===== config.mk =====
export PLATFORM = sky130hd
export DESIGN_NAME = stage_writeback
export DESIGN_NICKNAME = d
export VERILOG_FILES = /design/src/rtl/stage_writeback_pkg.sv /design/src/rtl/stage_writeback_select.sv /design/src/rtl/stage_writeback.sv
export SDC_FILE = /design/constraint.sdc
export NUM_CORES = 1
export LEC_CHECK = 0
export CAP_MARGIN = 15
export CORE_MARGIN = 1
export CORE_UTILIZATION = 50
export CTS_BUF_LIST = sky130_fd_sc_hd__clkbuf_8 sky130_fd_sc_hd__clkbuf_16
export CTS_CLUSTER_DIAMETER = 50
export DETAILED_ROUTE_END_ITERATION = 16
export GPL_ROUTABILITY_DRIVEN = 1
export PLACE_DENSITY = 0.86
export SLEW_MARGIN = 20
export SYNTH_ARGS = -nofsm -noshare
export SYNTH_HDL_FRONTEND = slang
export SYNTH_SLANG_ARGS = --single-unit

===== constraint.sdc =====
create_clock -name clock -period 4.23 [get_ports clock]
set_input_delay 0.846 -clock clock [delete_from_list [all_inputs] [get_ports clock]]
set_output_delay 0.846 -clock clock [all_outputs]
set_load 0.03 [all_outputs]

===== src/rtl/stage_writeback_pkg.sv =====
// Shared constants and types for the writeback stage: opcodes, ALU ops,
// architectural registers, exception codes and the multdiv FSM states.
package stage_writeback_pkg;

   localparam logic [4:0] OP_RTYPE = 5'b00000;
   localparam logic [4:0] OP_JAL   = 5'b00011;
   localparam logic [4:0] OP_ADDI  = 5'b00101;
   localparam logic [4:0] OP_LW    = 5'b01000;
   localparam logic [4:0] OP_SETX  = 5'b10101;

   localparam logic [4:0] ALU_ADD = 5'b00000;
   localparam logic [4:0] ALU_SUB = 5'b00001;
   localparam logic [4:0] ALU_AND = 5'b00010;
   localparam logic [4:0] ALU_OR  = 5'b00011;
   localparam logic [4:0] ALU_SLL = 5'b00100;
   localparam logic [4:0] ALU_SRA = 5'b00101;
   localparam logic [4:0] ALU_MUL = 5'b00110;
   localparam logic [4:0] ALU_DIV = 5'b00111;

   localparam int REG_RA     = 31;
   localparam int REG_STATUS = 30;

   localparam int EXC_ADD  = 1;
   localparam int EXC_ADDI = 2;
   localparam int EXC_SUB  = 3;
   localparam int EXC_MUL  = 4;
   localparam int EXC_DIV  = 5;

   typedef enum logic [1:0] {
      MD_IDLE = 2'd0,
      MD_WAIT = 2'd1,
      MD_HOLD = 2'd2
   } md_state_t;

endpackage


===== src/rtl/stage_writeback_select.sv =====
// Pipeline write decision: maps latched M/W fields to {we, reg, data}.
// Overflow on add/addi/sub redirects the write to the status register.
module writeback_select
   import stage_writeback_pkg::*;
#(
   parameter int WIDTH    = 32,
   parameter int REG_BITS = 5
) (
   input  logic                valid,
   input  logic [4:0]          opcode,
   input  logic [4:0]          rd,
   input  logic [4:0]          alu_op,
   input  logic [WIDTH-1:0]    alu,
   input  logic [WIDTH-1:0]    mem,
   input  logic [WIDTH-1:0]    pc1,
   input  logic                ovf,
   output logic                we,
   output logic [REG_BITS-1:0] wreg,
   output logic [WIDTH-1:0]    wdata
);

   logic                hit;
   logic [REG_BITS-1:0] dst;
   logic [WIDTH-1:0]    val;

   always_comb begin
      hit = 1'b0;
      dst = REG_BITS'(rd);
      val = alu;
      if (valid) begin
         case (opcode)
            OP_RTYPE: begin
               case (alu_op)
                  ALU_ADD: begin
                     hit = 1'b1;
                     if (ovf) begin
                        dst = REG_BITS'(REG_STATUS);
                        val = WIDTH'(EXC_ADD);
                     end
                  end
                  ALU_SUB: begin
                     hit = 1'b1;
                     if (ovf) begin
                        dst = REG_BITS'(REG_STATUS);
                        val = WIDTH'(EXC_SUB);
                     end
                  end
                  ALU_AND, ALU_OR, ALU_SLL, ALU_SRA: hit = 1'b1;
                  default: hit = 1'b0;  // mul/div retire through the multdiv path
               endcase
            end
            OP_ADDI: begin
               hit = 1'b1;
               if (ovf) begin
                  dst = REG_BITS'(REG_STATUS);
                  val = WIDTH'(EXC_ADDI);
               end
            end
            OP_LW: begin
               hit = 1'b1;
               val = mem;
            end
            OP_JAL: begin
               hit = 1'b1;
               dst = REG_BITS'(REG_RA);
               val = pc1;
            end
            OP_SETX: begin
               hit = 1'b1;
               dst = REG_BITS'(REG_STATUS);
            end
            default: hit = 1'b0;
         endcase
      end
   end

   assign we    = hit && (dst != '0);
   assign wreg  = we ? dst : '0;
   assign wdata = we ? val : '0;

endmodule


===== src/rtl/stage_writeback.sv =====
// Writeback stage: M/W latch, register-file write port arbitration between the
// pipeline and the multi-cycle multdiv unit, and multdiv hazard reporting.
//
//   state   | meaning
//   --------+---------------------------------------------------------------
//   MD_IDLE | no mul/div outstanding
//   MD_WAIT | mul/div issued, waiting for md_rdy
//   MD_HOLD | result buffered, waiting for a cycle with no pipeline write
module stage_writeback
   import stage_writeback_pkg::*;
#(
   parameter int WIDTH    = 32,
   parameter int REG_BITS = 5
) (
   input  logic                clock,
   input  logic                reset,
   input  logic                in_valid,
   input  logic [31:0]         in_insn,
   input  logic [WIDTH-1:0]    in_alu_result,
   input  logic [WIDTH-1:0]    in_mem_data,
   input  logic [WIDTH-1:0]    in_pc_plus1,
   input  logic                in_ovf,
   input  logic                md_issue,
   input  logic [REG_BITS-1:0] md_rd,
   input  logic                md_is_div,
   input  logic                md_rdy,
   input  logic [WIDTH-1:0]    md_result,
   input  logic                md_exception,
   output logic                ctrl_writeEnable,
   output logic [REG_BITS-1:0] ctrl_writeReg,
   output logic [WIDTH-1:0]    data_writeReg,
   output logic                md_busy,
   output logic [REG_BITS-1:0] md_dest
);

   logic             w_valid;
   logic [31:0]      w_insn;
   logic [WIDTH-1:0] w_alu;
   logic [WIDTH-1:0] w_mem;
   logic [WIDTH-1:0] w_pc1;
   logic             w_ovf;

   always_ff @(posedge clock) begin
      if (reset) begin
         w_valid <= 1'b0;
         w_insn  <= '0;
         w_alu   <= '0;
         w_mem   <= '0;
         w_pc1   <= '0;
         w_ovf   <= 1'b0;
      end else begin
         w_valid <= in_valid;
         w_insn  <= in_insn;
         w_alu   <= in_alu_result;
         w_mem   <= in_mem_data;
         w_pc1   <= in_pc_plus1;
         w_ovf   <= in_ovf;
      end
   end

   logic unused_insn_bits;
   assign unused_insn_bits = ^{w_insn[21:7], w_insn[1:0]};

   logic                pipe_we;
   logic [REG_BITS-1:0] pipe_reg;
   logic [WIDTH-1:0]    pipe_data;

   writeback_select #(.WIDTH(WIDTH), .REG_BITS(REG_BITS)) u_select (
      .valid  (w_valid),
      .opcode (w_insn[31:27]),
      .rd     (w_insn[26:22]),
      .alu_op (w_insn[6:2]),
      .alu    (w_alu),
      .mem    (w_mem),
      .pc1    (w_pc1),
      .ovf    (w_ovf),
      .we     (pipe_we),
      .wreg   (pipe_reg),
      .wdata  (pipe_data)
   );

   md_state_t           state, state_nxt;
   logic [REG_BITS-1:0] md_reg_q;
   logic                md_div_q;
   logic [WIDTH-1:0]    buf_data;
   logic [REG_BITS-1:0] rdy_reg;
   logic [WIDTH-1:0]    rdy_data;
   logic                retire_now;
   logic                issue_ok;

   assign rdy_reg    = md_exception ? REG_BITS'(REG_STATUS) : md_reg_q;
   assign rdy_data   = md_exception ? (md_div_q ? WIDTH'(EXC_DIV) : WIDTH'(EXC_MUL)) : md_result;
   assign retire_now = (state == MD_WAIT) && md_rdy && !pipe_we;
   // a new op may start only from IDLE or in the very cycle WAIT retires
   assign issue_ok   = md_issue && ((state == MD_IDLE) || retire_now);

   always_ff @(posedge clock) begin
      if (reset) state <= MD_IDLE;
      else       state <= state_nxt;
   end

   always_comb begin
      state_nxt = state;
      case (state)
         MD_IDLE: if (md_issue) state_nxt = MD_WAIT;
         MD_WAIT: begin
            if (md_rdy) begin
               if (pipe_we)       state_nxt = MD_HOLD;
               else if (md_issue) state_nxt = MD_WAIT;
               else               state_nxt = MD_IDLE;
            end
         end
         MD_HOLD: if (!pipe_we) state_nxt = MD_IDLE;
         default: state_nxt = MD_IDLE;
      endcase
   end

   always_ff @(posedge clock) begin
      if (reset) begin
         md_reg_q <= '0;
         md_div_q <= 1'b0;
         buf_data <= '0;
      end else if (issue_ok) begin
         md_reg_q <= md_rd;
         md_div_q <= md_is_div;
      end else if ((state == MD_WAIT) && md_rdy && pipe_we) begin
         md_reg_q <= rdy_reg;
         buf_data <= rdy_data;
      end
   end

   logic                md_fire;
   logic [REG_BITS-1:0] md_wreg;
   logic [WIDTH-1:0]    md_wdata;

   always_comb begin
      md_fire  = 1'b0;
      md_wreg  = md_reg_q;
      md_wdata = buf_data;
      case (state)
         MD_WAIT: begin
            md_fire  = retire_now;
            md_wreg  = rdy_reg;
            md_wdata = rdy_data;
         end
         MD_HOLD: md_fire = !pipe_we;
         default: md_fire = 1'b0;
      endcase

      ctrl_writeEnable = 1'b0;
      ctrl_writeReg    = '0;
      data_writeReg    = '0;
      if (pipe_we) begin
         ctrl_writeEnable = 1'b1;
         ctrl_writeReg    = pipe_reg;
         data_writeReg    = pipe_data;
      end else if (md_fire && (md_wreg != '0)) begin
         ctrl_writeEnable = 1'b1;
         ctrl_writeReg    = md_wreg;
         data_writeReg    = md_wdata;
      end

      md_busy = (state != MD_IDLE);
      md_dest = md_busy ? md_reg_q : '0;
   end

endmodule


==> flow_summary_export.csv <==
group,metric,value,unit
min_path,holdPathStages,2,
synth,synth_edf_count,0,
floorplan,core,12800,µm²
cts,post_cts_buffers,0,
grt,grt_pass1_vias,5477,
worst_setup_path,r2r_slack,1.34,ns
cts,numCtsBuffers,17,
synth,ys.flop_type,"dfxtp_1",
synth,netlist_top_cells_count,"dfxtp_1, nor2b_1, nor2_1",
synth,yosysMostFrequentCell,"dfxtp_1",
power_and_ir_drop,powerDensity,372,nW/µm²
cts,clock_latency,0.41,ns
min_path,min-delay-start,"md_div_q",
sta,maxSlewViolCount,0,
worst_setup_path,r2r_end,"buf_data[24]",
grt,grt_max_degree,110,
worst_setup_path,cp.arrival,3.36,ns
finish,fin_area,9380,µm²
cts,clockRootBuffer,"clkbuf_16",
routing,wirelength,17.6,mm
finish,final_layout_size_suffix_gt1_share,7.64,%
synth,yosysSeqAreaShare,45.9,%
worst_setup_path,r2r_cells,7,
power_and_ir_drop,ir_drop,0.000310,V
synth,synth_compound_area_share,15.7,%
grt,antenna_found_initial,1,
routing,ant_nets,0,
finish,syn_to_final_growth,40.6,%
worst_setup_path,worstPathRequired,3.38,ns
cts,cts_buffer_depth,2,
synth,syn_nets,907,
worst_setup_path,r2r-start,"w_insn[28]",
cts,cts_tree,"yes",
finish,stdcell_count,1089,
routing,drt-pass1-iter-count,5,
floorplan,io_pins,217,
synth,yosys.area.top_type,"dfxtp_1",
min_path,hold_path_end,"md_div_q",
cts,path_clk_slew,0.06,ns
floorplan,dieArea,13800,µm²
synth,async_flop_share,0,%
sta,setup_viol,0,
routing,via_count,5674,
sta,min_period,4.20,ns
place,numPortBuffers,199,
place,placed_cell_area,8820,µm²
synth,synth_top_area_share,45.9,%
sta,max_freq,238,MHz
synth,syn_inst,731,
grt,grt_overflow,0,
floorplan,start_util,52.0,%
run_status,status,"completed",
grt,grt_pass1_wl,27.8,mm
place,dp_hpwl,12.5,mm
cts,postCtsHoldBufs,0,
synth,synthDistinctLibCells,52,
sta,fin_crit_sh,99.3,%
sta,whs,0.450,ns
synth,synth-simple-area-share,24.0,%
sta,maxSlewHeadroom,29.2,%
synth,ys_ff_latch,153,
floorplan,die_h,117,µm
routing,avgRoutedWirePerCell,16.2,µm
sta,fin_skew,0.00508,ns
floorplan,rows,41,
sta,tightest_slew,1.06,ns
synth,syn_area,6670,µm²
synth,syn_avg_cell_area,9.12,µm²
sta,hold_viol,0,
cts,cts.sinks,153,
synth,synth_top_family_by_area,"simple AND/OR/NAND/NOR gates",
place,placed_cells,1057,
synth,ys_top_cells_by_area,"dfxtp_1, nor2b_1, mux2i_1",
synth,synth.area.mux_share,9.16,%
routing,drt-initial-drc-count,326,
place,gp_congestion,0.895,
synth,yosys_warnings,0,
worst_setup_path,cp-end-kind,"output port",
min_path,min_path_type,"flop to flop",
worst_setup_path,critical_path_class,"flop to output port",
power_and_ir_drop,power.leakage,3.77,nW
synth,synth-xor-area-share,0.131,%
worst_setup_path,start_kind,"flop",
routing,viasPerCell,5.21,
cts,ctsHtreeMaxLevel,4,
grt,grt_use_total,25.7,%
routing,drc,0,
sta,rsz0062_at_grt,"true",
worst_setup_path,path_max_fanout,10,
floorplan,dieWidth,117,µm
flow_run,drv_cap,0,
synth,synthAdderAreaFrac,0.563,%
finish,fin_nets,1080,
==> metal layers <==
metal / vias up / GRT usage (%) / part of all wire [%] / routed length [µm]
met4: 0 / 11.6 / 3.0 / 537
met3: 35 / 6.59 / 5.2 / 911
li1: 2839 / - / - / -
met1: 2616 / 33.3 / 46 / 8150
met2: 184 / 40.3 / 46 / 8020
met5: - / 0 / 0 / 0
==> worst max-delay path by stage <==
stage | startpoint | end | slack [ns] | depth (start not counted)
final | w_insn[28] | ctrl_writeReg[0] | 0.03 | 6
after global routing | w_insn[29] | ctrl_writeEnable | -0.08 | 8
after CTS | w_insn[28] | ctrl_writeReg[1] | 0.05 | 6
after detailed placement | md_rdy | data_writeReg[8] | 0.21 | 9
after global placement | md_rdy | data_writeReg[16] | 0.27 | 9
after floorplan | w_insn[30] | ctrl_writeReg[1] | 0.62 | 7
==> per-stage QoR <==
step                util (%)  worst slack, ns  total power, mW  TNS [ns]
global route            73.1          -0.0838             3.61    -0.311
finish                  73.1           0.0287             3.49         0
CTS                     73.1           0.0524             3.50         0
global placement        68.8            0.272             2.04         0
floorplan                  -            0.616             1.81         0
detailed placement      68.8            0.210             2.05         0
==> registers in the layout, summed over array words and instances, names as in the netlist <==
register,cells
buf_data,32
w_mem,32
w_insn,15
w_alu,32
w_ovf,1
w_pc1,32
state,2
md_reg_q,5
md_div_q,1
w_valid,1
==> cell type report <==
class                      instances  area (µm²)
sequential                       153        3060
timing repair buffer             214        2170
clock buffer                      19         453
clock inverter                    12         126
antenna                            1        2.50
tap                              172         215
fill                             968        3450
inverter                           7        26.3
multi-input combinational        511        3330
==> timing repair <==
item / CTS / global route
gates cloned: 0 / 0
resized for setup: 17 / 0
endpoints found under the setup margin: 17 / 5
==> power breakdown <==
part	internal, mW	switching, mW	total, mW
registers	1.51	0.0265	1.53
logic	0.263	0.224	0.487
clock network	0.894	0.577	1.47
total	2.66	0.827	3.49
==> placed cells by master (no fill, tap or decap), drive strengths merged, types with 3 or more instances in the layout <==
| master | instances |
|---|---|
| clkdlybuf4s50 | 165 |
| dfxtp | 153 |
| nor2b | 150 |
| nor2 | 95 |
| mux2i | 61 |
| a21oi | 48 |
| buf | 32 |
| a22o | 30 |
| a22oi | 30 |
| nand2 | 19 |
| clkbuf | 19 |
| dlygate4sd2 | 17 |
| o21ai | 14 |
| inv | 11 |
| o31ai | 8 |
| nand2b | 4 |
| and2 | 4 |
| nand3b | 3 |
| a211oi | 3 |
| a31oi | 3 |
| clkinvlp | 3 |
| nor4 | 3 |
| ha | 3 |
| clkinv | 3 |
==> critical path, stage by stage (launching register included) <==
cell,delay [ns]
dfxtp_1,0.41
or3b_1,0.43
or3_4,0.43
a311oi_4,0.50
nor2_1,0.11
o32ai_1,0.31
clkdlybuf4s50_1,0.75
==> cell families (layout without fill, tap and decap cells) <==
family,Yosys count,in the layout
flops,153,153
buf+inv,67,252
compound gates,151,151
simple gates,295,295
other cells,0,1
mux,61,61
xor+xnor,1,1
fa+ha+maj,3,3
(Power assumes the default switching activity.)
